===== config.mk =====
export PLATFORM = sky130hd
export DESIGN_NAME = if_branch_predictor
export DESIGN_NICKNAME = d
export VERILOG_FILES = /design/src/rtl/if_branch_predictor_pkg.sv /design/src/rtl/if_branch_predictor_sat_counter2.sv /design/src/rtl/if_branch_predictor.sv
export SDC_FILE = /design/constraint.sdc
export NUM_CORES = 2
export LEC_CHECK = 0
export CAP_MARGIN = 25
export CORE_ASPECT_RATIO = 1.75
export CORE_MARGIN = 2
export CORE_UTILIZATION = 30
export CTS_CLUSTER_SIZE = 28
export DETAILED_ROUTE_END_ITERATION = 6
export PLACE_DENSITY = 0.54
export SYNTH_ARGS = -nofsm -noshare
export SYNTH_HDL_FRONTEND = slang
export SYNTH_HIERARCHICAL = 1
export SYNTH_SLANG_ARGS = --single-unit

===== constraint.sdc =====
create_clock -name clk -period 6.6 [get_ports clk]
set_clock_uncertainty 0.05 [all_clocks]
set_input_delay 1.32 -clock clk [delete_from_list [all_inputs] [get_ports clk]]
set_output_delay 1.32 -clock clk [all_outputs]
set_load 0.01 [all_outputs]

===== src/rtl/if_branch_predictor_pkg.sv =====
// Shared widths and 2-bit counter encodings for the IF-stage branch predictor.
package if_branch_predictor_pkg;

    localparam int WORD           = 32;
    localparam int DEF_INDEX_BITS = 6;
    localparam int DEF_TAG_BITS   = 8;

    typedef enum logic [1:0] {
        SNT = 2'b00,
        WNT = 2'b01,
        WT  = 2'b10,
        ST  = 2'b11
    } ctr_t;

endpackage


===== src/rtl/if_branch_predictor_sat_counter2.sv =====
// Next-state function of a 2-bit saturating taken/not-taken counter.
module sat_counter2
    import if_branch_predictor_pkg::*;
(
    input  ctr_t ctr,
    input  logic taken,
    output ctr_t ctr_nxt
);

    always_comb begin
        ctr_nxt = ctr;
        unique case (ctr)
            SNT: ctr_nxt = taken ? WNT : SNT;
            WNT: ctr_nxt = taken ? WT  : SNT;
            WT:  ctr_nxt = taken ? ST  : WNT;
            ST:  ctr_nxt = taken ? ST  : WT;
            default: ctr_nxt = WNT;
        endcase
    end

endmodule


===== src/rtl/if_branch_predictor.sv =====
// Direct-mapped 2-bit counter predictor with tagged targets, trained from EX.
module if_branch_predictor
    import if_branch_predictor_pkg::*;
#(
    parameter int INDEX_BITS = DEF_INDEX_BITS,
    parameter int TAG_BITS   = DEF_TAG_BITS
) (
    input  logic            clk,
    input  logic            rstn,
    input  logic [WORD-1:0] PC_IF,
    output logic            predict,
    output logic [WORD-1:0] PC_Predict,
    input  logic            upd_valid,
    input  logic [WORD-1:0] upd_pc,
    input  logic            upd_taken,
    input  logic [WORD-1:0] upd_target,
    input  logic            upd_mispredict,
    output logic [31:0]     branch_cnt,
    output logic [31:0]     miss_cnt
);

    localparam int ENTRIES = 1 << INDEX_BITS;
    localparam int TAG_LO  = INDEX_BITS + 2;
    localparam int TAG_HI  = INDEX_BITS + TAG_BITS + 1;

    logic [ENTRIES-1:0]  valid_q;
    logic [TAG_BITS-1:0] tag_q    [ENTRIES];
    logic [WORD-1:0]     target_q [ENTRIES];
    ctr_t                ctr_q    [ENTRIES];
    logic [31:0]         branch_cnt_q;
    logic [31:0]         miss_cnt_q;

    logic [INDEX_BITS-1:0] rd_idx;
    logic [TAG_BITS-1:0]   rd_tag;
    logic                  rd_hit;
    logic [INDEX_BITS-1:0] wr_idx;
    logic [TAG_BITS-1:0]   wr_tag;
    logic                  wr_hit;
    ctr_t                  sat_nxt;
    logic                  unused_pc;

    assign rd_idx = PC_IF[INDEX_BITS+1:2];
    assign rd_tag = PC_IF[TAG_HI:TAG_LO];
    assign rd_hit = valid_q[rd_idx] && (tag_q[rd_idx] == rd_tag);

    assign predict    = rd_hit && ctr_q[rd_idx][1];
    assign PC_Predict = predict ? target_q[rd_idx] : PC_IF + WORD'(4);

    assign wr_idx = upd_pc[INDEX_BITS+1:2];
    assign wr_tag = upd_pc[TAG_HI:TAG_LO];
    assign wr_hit = valid_q[wr_idx] && (tag_q[wr_idx] == wr_tag);

    assign unused_pc = ^{PC_IF[1:0], PC_IF[WORD-1:TAG_HI+1],
                         upd_pc[1:0], upd_pc[WORD-1:TAG_HI+1]};

    sat_counter2 u_sat (
        .ctr     (ctr_q[wr_idx]),
        .taken   (upd_taken),
        .ctr_nxt (sat_nxt)
    );

    always_ff @(posedge clk or negedge rstn) begin
        if (!rstn) begin
            valid_q <= '0;
            for (int i = 0; i < ENTRIES; i++) begin
                ctr_q[i] <= WNT;
            end
        end else if (upd_valid) begin
            valid_q[wr_idx] <= 1'b1;
            ctr_q[wr_idx]   <= wr_hit ? sat_nxt : (upd_taken ? WT : WNT);
        end
    end

    // Tags/targets need no clear: valid gates every use of them.
    always_ff @(posedge clk) begin
        if (rstn && upd_valid && (!wr_hit || upd_taken)) begin
            tag_q[wr_idx]    <= wr_tag;
            target_q[wr_idx] <= upd_target;
        end
    end

    always_ff @(posedge clk or negedge rstn) begin
        if (!rstn) begin
            branch_cnt_q <= '0;
            miss_cnt_q   <= '0;
        end else if (upd_valid) begin
            branch_cnt_q <= branch_cnt_q + 32'd1;
            if (upd_mispredict) begin
                miss_cnt_q <= miss_cnt_q + 32'd1;
            end
        end
    end

    assign branch_cnt = branch_cnt_q;
    assign miss_cnt   = miss_cnt_q;

endmodule


Yosys cells after proc, flatten, opt, wreduce, memory -nomap -nowiden

Memory sizes are Yosys's and may differ from the RTL's.
Index checks and enable logic that the tools add are counted.

Add/subtract/negate cells: 3
$lt $le $gt $ge: 6
Equal/unequal tests: 5
Mux-type cells: 25
Bitwise operators: 3
Reduce and logical (&&, ||, !) cells: 11

Operators with widths:

| cell                                                        | number |
|---|---|
| bitwise mux 128 bit                                         | 1 |
| adder 32 x 1 -> 32 bit (second input constant)              | 2 |
| bitwise OR 64 bit                                           | 1 |
| adder 32 x 3 -> 32 bit (second input constant)              | 1 |
| 2-to-1 mux 32 bit                                           | 1 |
| binary-select mux 2 bit (select 6 bit)                      | 2 |
| 2-to-1 mux 2 bit                                            | 9 |
| == test 8 bit                                               | 2 |
| >= comparator 7 bit (second input constant)                 | 2 |
| less-than comparator 6 x 7 -> 1 bit (second input constant) | 2 |
| inverter 6 -> 7 bit                                         | 2 |
| binary-select mux 1 bit (select 6 bit)                      | 2 |
| demux 2 bit (select 6 bit)                                  | 1 |
| one-hot mux 2 bit (4 select lines)                          | 1 |
| logical AND 1 bit                                           | 7 |
| less-than comparator 7 x 1 -> 1 bit (second input constant) | 1 |
| 2-to-1 mux 1 bit                                            | 7 |
| demux 1 bit (select 6 bit)                                  | 1 |
| >= comparator 6 x 1 -> 1 bit (second input constant)        | 1 |
| == test 2 bit (second input constant)                       | 2 |
| == test 2 x 1 -> 1 bit (second input constant)              | 1 |
| zero test 2 bit                                             | 1 |
| AND reduction 2 bit                                         | 1 |
| zero test 1 bit                                             | 1 |
| logical OR 1 bit                                            | 1 |

Bits in registers: 256
Bits in writable memories: 2560
Output and inout bits: 97
Memories kept: 2

Memory list:

| memory   | words | bits a word | read ports | clocked after memory_dff | write ports | line                      | text |
|---|---|---|---|---|---|---|---|
| target_q | 64    | 32          | 1          | 0                        | 1           | if_branch_predictor.sv:28 | `logic [WORD-1:0] target_q [ENTRIES];` |
| tag_q    | 64    | 8           | 2          | 0                        | 1           | if_branch_predictor.sv:27 | `logic [TAG_BITS-1:0] tag_q [ENTRIES];` |

Depth between registers and ports, before layout

Depth in word-level cells: 8
Gate-level depth with buffers: 19

Cells and area by module

Netlist, hierarchy kept.

By module, submodules not included:

| module              | times used | cells each | area each (µm²) | seq. area each (µm²) |
|---|---|---|---|---|
| if_branch_predictor | 1          | 5596       | 115109.1        | 83359.9 |
| sat_counter2        | 1          | 3          | 26.3            | 0.0 |

Least setup slack after synthesis

Ideal clock, no wire load.

Path kind: input to output
From: input PC_IF[2]
To: output PC_Predict[12]
Data arrival time: 4555 ps
Required time: 5230 ps
Path slack: 675 ps
Cell stages on the path: 10
Path buffers: 6
Cell sequence: buf_2 > buf_4 > buf_4 > buf_4 > buf_2 > buf_1 > mux4_2 > mux4_2 > mux4_2 > mux2_1

Longest elaborated chain between the ends: 6

Ends and longest elaborated chain:

| what                                                        | line                      | text |
|---|---|---|
| from (decl)                                                 | if_branch_predictor.sv:10 | `input logic [WORD-1:0] PC_IF,` |
| branches (longest 5 deep; another with memory (64 x 8 bit)) | -                         |  |
| 2-to-1 mux 32 bit *                                         | if_branch_predictor.sv:47 | `assign PC_Predict = predict ? target_q[rd_idx] : PC_IF + WORD'(4);` |
| to (decl)                                                   | if_branch_predictor.sv:12 | `output logic [WORD-1:0] PC_Predict,` |

Every way passes the cells marked *. The select of a mux whose other input is x is not followed.

Final worst setup path

From: input PC_IF[2]
To: output PC_Predict[30]

Same word-level chain as after synthesis.

==> metrics.cfg <==
[run_status]
status=completed

[die]
pin_count=198
design.core.area_mm2=0.383
die_y_um=824
fp-row-count=301
dieArea_mm2=0.389
die_x_um=472
floorplan.initialDensity_pct=30.1

[synthesis]
yosysWarnings=6
synth_ff_type=edfxtp_1
ys_top_cells_by_area=edfxtp_1 67%, mux4_2 17%, dfrtp_1 4.2%, dfstp_2 1.5%, mux2i_1 0.87%
synth_edf_count=2560
synth.avg_cell_area_um2=20.6
synth_top_area_cell=edfxtp_1
syn_inst=5599
synth_top_family_by_area=multiplexers
synth_area_mm2=0.115
synth_compound_area_share_pct=3.84
synth_mux_area_share_pct=18.7
synth-simple-area-share_pct=2.68
synth_xor_area_share_pct=0.784
synth_nets=5703
synthAdderAreaFrac_pct=0.0522
synth_top_area_share_pct=66.8
ys_ff_latch=2816
synthDistinctLibCells=68
seq_area_frac_synth_pct=72.4
synthArstFlopShare_pct=9.09

[power_and_ir_drop]
pwr-share-clk_pct=40.1
p_comb_share_pct=7.8
pwr-share-seq_pct=52.2
internal-power_uw=29700
peakVddDrop_uv=233
pwr_density_cell_mw_per_mm2=279
p_switching_uw=8740
leakage_uw=0.0452
p_sw_share_pct=22.7
power_uw=38500

[critical_path]
worstSetupStartpointType=primary input
cp_max_fo=22
slowest_stage=mux4_2
reg2regPathDepth=11
cpMostUsedCell=mux4_2
critical_path_arrival_ps=5170
crit_type=in -> out
crit_buf_inv=5
cp.required_ps=5230
cp_num_cells=12
max_stage_delay_ps=600
crit_chain=buf_16 -> buf_12 -> buf_4 -> mux4_2 -> mux4_2 -> mux4_2 -> xnor2_2 -> nand4_1 -> nand4b_4 -> buf_12 -> mux2_1 -> clkdlybuf4s50_1
end_kind=output pin
critical-path-top-delay-family=multiplexers

[layout]
area_growth_pct=19.8
design_area_mm2=0.138
drive_above_1_share_pct=33.0
final_nets=6312

[flow_run]
maxCapViolCount=0

[route]
drt_pre_antenna_iters=5
drtIter0Drc=6275
ant_nets=0
via_per_inst=5.48
drc_errors=0
wirelength_um=384000
wl_per_cell_um=33.7
vias=62600

[global_routing]
track_usage_pct=19.3
grt_pass1_wl_um=527000
grt_pass1_vias=65100
overflow=0
grt_max_degree=88
antenna_found_initial=27

[sta]
rsz0062_at_grt=false
period_share_pct=99.2
relSlewSlack_pct=23.8
fin_setup_tns_ps=0
hold_viol=0
setup_viol=0
period_needed_ps=6540
drv_slew=0
tightest_slew_ps=1140
max_clock_freq_ghz=0.153

[clock_network]
clk_pin_slew_worst_paths_ps=60
cts_hold_buffers=0
clock_path_buffers=4
clock-root-buffer=clkbuf_16
cts_tree=done
clock_sinks=2816
clock_latency_ps=890
cts_setup_buffers=0
cts_buffers=268
h-tree-depth=5

[hold_path]
hold_path_class=in -> async

[placed_design]
hpwl_um=245000
place.port_buffers=179
gp_congestion=0.897
placed_cell_area_mm2=0.129

-- worst register-to-register path, stage by stage (launching register included) --
cell and delay [ps]:
edfxtp_1 390, mux4_2 460, mux2i_1 460, o22ai_1 150, a211o_1 290, or4_1 440, a211oi_1 330, buf_4 190
o2111ai_4 250, buf_12 300, o311a_4 480, buf_12 220
-- cell type report --
type	instances	area (um2)
diodes	9	22.5
clock buffers	337	7250
clock inverters	128	1230
fillers	34800	245000
inverters	13	48.8
multi-input cells	2409	30800
flip-flops and latches	2816	83400
well taps	4999	6250
repair buffers	700	8920
-- cells in the mapped netlist (12+ instances only) --
library cell	count
a211oi_1	19
o22a_1	14
mux4_2	865
a31oi_1	150
dfstp_2	64
a22oi_1	62
xor2_1	32
mux2_4	25
nor2b_1	16
o21ai_0	38
nand2_1	128
a22o_1	29
a221o_1	17
nor3_1	20
inv_1	12
nand4_1	24
o22ai_1	29
mux2i_1	100
nand3_1	57
nand2b_1	14
dfrtp_1	192
edfxtp_1	2560
xnor2_1	71
buf_1	46
buf_2	119
or2_2	67
clkbuf_1	153
o311a_1	64
and3_1	21
buf_4	32
mux2_2	57
nor2_1	264
o211ai_1	23
a21oi_1	46
a221oi_1	65
-- through the flow --
stage               hold slack, ps  util [%]  setup WS, ps  cells
global route                   459      36.0          14.4  11400
detailed placement             424      33.6          -220  10900
floorplan                      404         -           675   5599
CTS                            427      35.9          20.1  11400
global placement               418      33.6          -250  10900
finish                         431      36.0          55.7  11400
-- cells by family (layout without fill, tap and decap cells) --
| group | count (synthesis) | in the layout |
|---|---|---|
| multiplexers | 1051 | 1051 |
| XOR/XNOR | 103 | 103 |
| AO/OA/AOI/OAI | 596 | 596 |
| buffers and inverters | 374 | 1178 |
| AND/OR/NAND/NOR | 654 | 654 |
| other | 0 | 9 |
| adder cells (fa/ha/maj) | 5 | 5 |
| flip-flops | 2816 | 2816 |
-- final timing paths --
| kind | from | endpoint | slack [ps] |
|---|---|---|---|
| min in group clk | branch_cnt[31] | branch_cnt[31] | 430 |
| max in group asynchronous | rstn | valid_q[53] | 4090 |
| worst max-delay path | PC_IF[2] | PC_Predict[30] | 60 |
| worst max register to register | tag_q[48][6] | target_q[47][9] | 2270 |
| worst min-delay path | rstn | ctr_q[15] | 430 |
| worst min register to register | branch_cnt[31] | branch_cnt[31] | 430 |
-- cells in the final DEF (no fill, tap or decap), drive strengths merged, types with 17 or more instances in the layout --
cell type	synthesis	layout
edfxtp	2560	2560
mux4	865	865
buf	208	571
clkbuf	153	338
nor2	264	264
dfrtp	192	192
a31oi	150	150
nand2	128	128
clkdlybuf4s50	0	124
mux2i	100	100
clkinv	0	87
mux2	86	86
xnor2	71	71
or2	67	67
a221oi	65	65
o311a	64	64
dfstp	64	64
a22oi	62	62
nand3	59	59
a21oi	46	46
o21ai	39	39
xor2	32	32
a22o	29	29
o22ai	29	29
inv	13	28
nand4	24	24
o211ai	23	23
and3	21	21
bufinv	0	20
nor3	20	20
a211oi	19	19
a221o	17	17
-- registers in the layout, summed over array words and instances, names as in the netlist --
| register | flops |
|---|---|
| target_q | 2048 |
| tag_q | 512 |
| ctr_q | 128 |
| valid_q | 64 |
| branch_cnt | 32 |
| miss_cnt | 32 |
-- power by group through the flow --
stage                     Combinational [uW]  Clock, uW  Sequential (uW)
final                                   2990      15400            20100
after global routing                    3170      16300            20100
after CTS                               2990      15700            20100
after detailed placement                2980          0            20500
after global placement                  2930          0            20400
after floorplan                         1590          0            20400
-- layer usage --
layer | routed length (um) | vias to the layer above | track usage (%)
met1 | 137000 | 34100 | 22.0
met4 | 22900 | 16 | 9.95
met2 | 200000 | 2728 | 34.7
met5 | 119 | - | 0
li1 | - | 24900 | -
met3 | 24100 | 865 | 3.28
-- what timing repair did --
item,4_1_cts,5_1_grt
cloned,1,0
setup endpoints to repair,32,8
gates resized for setup,7,5
Power figures use the tool's default switching activity.
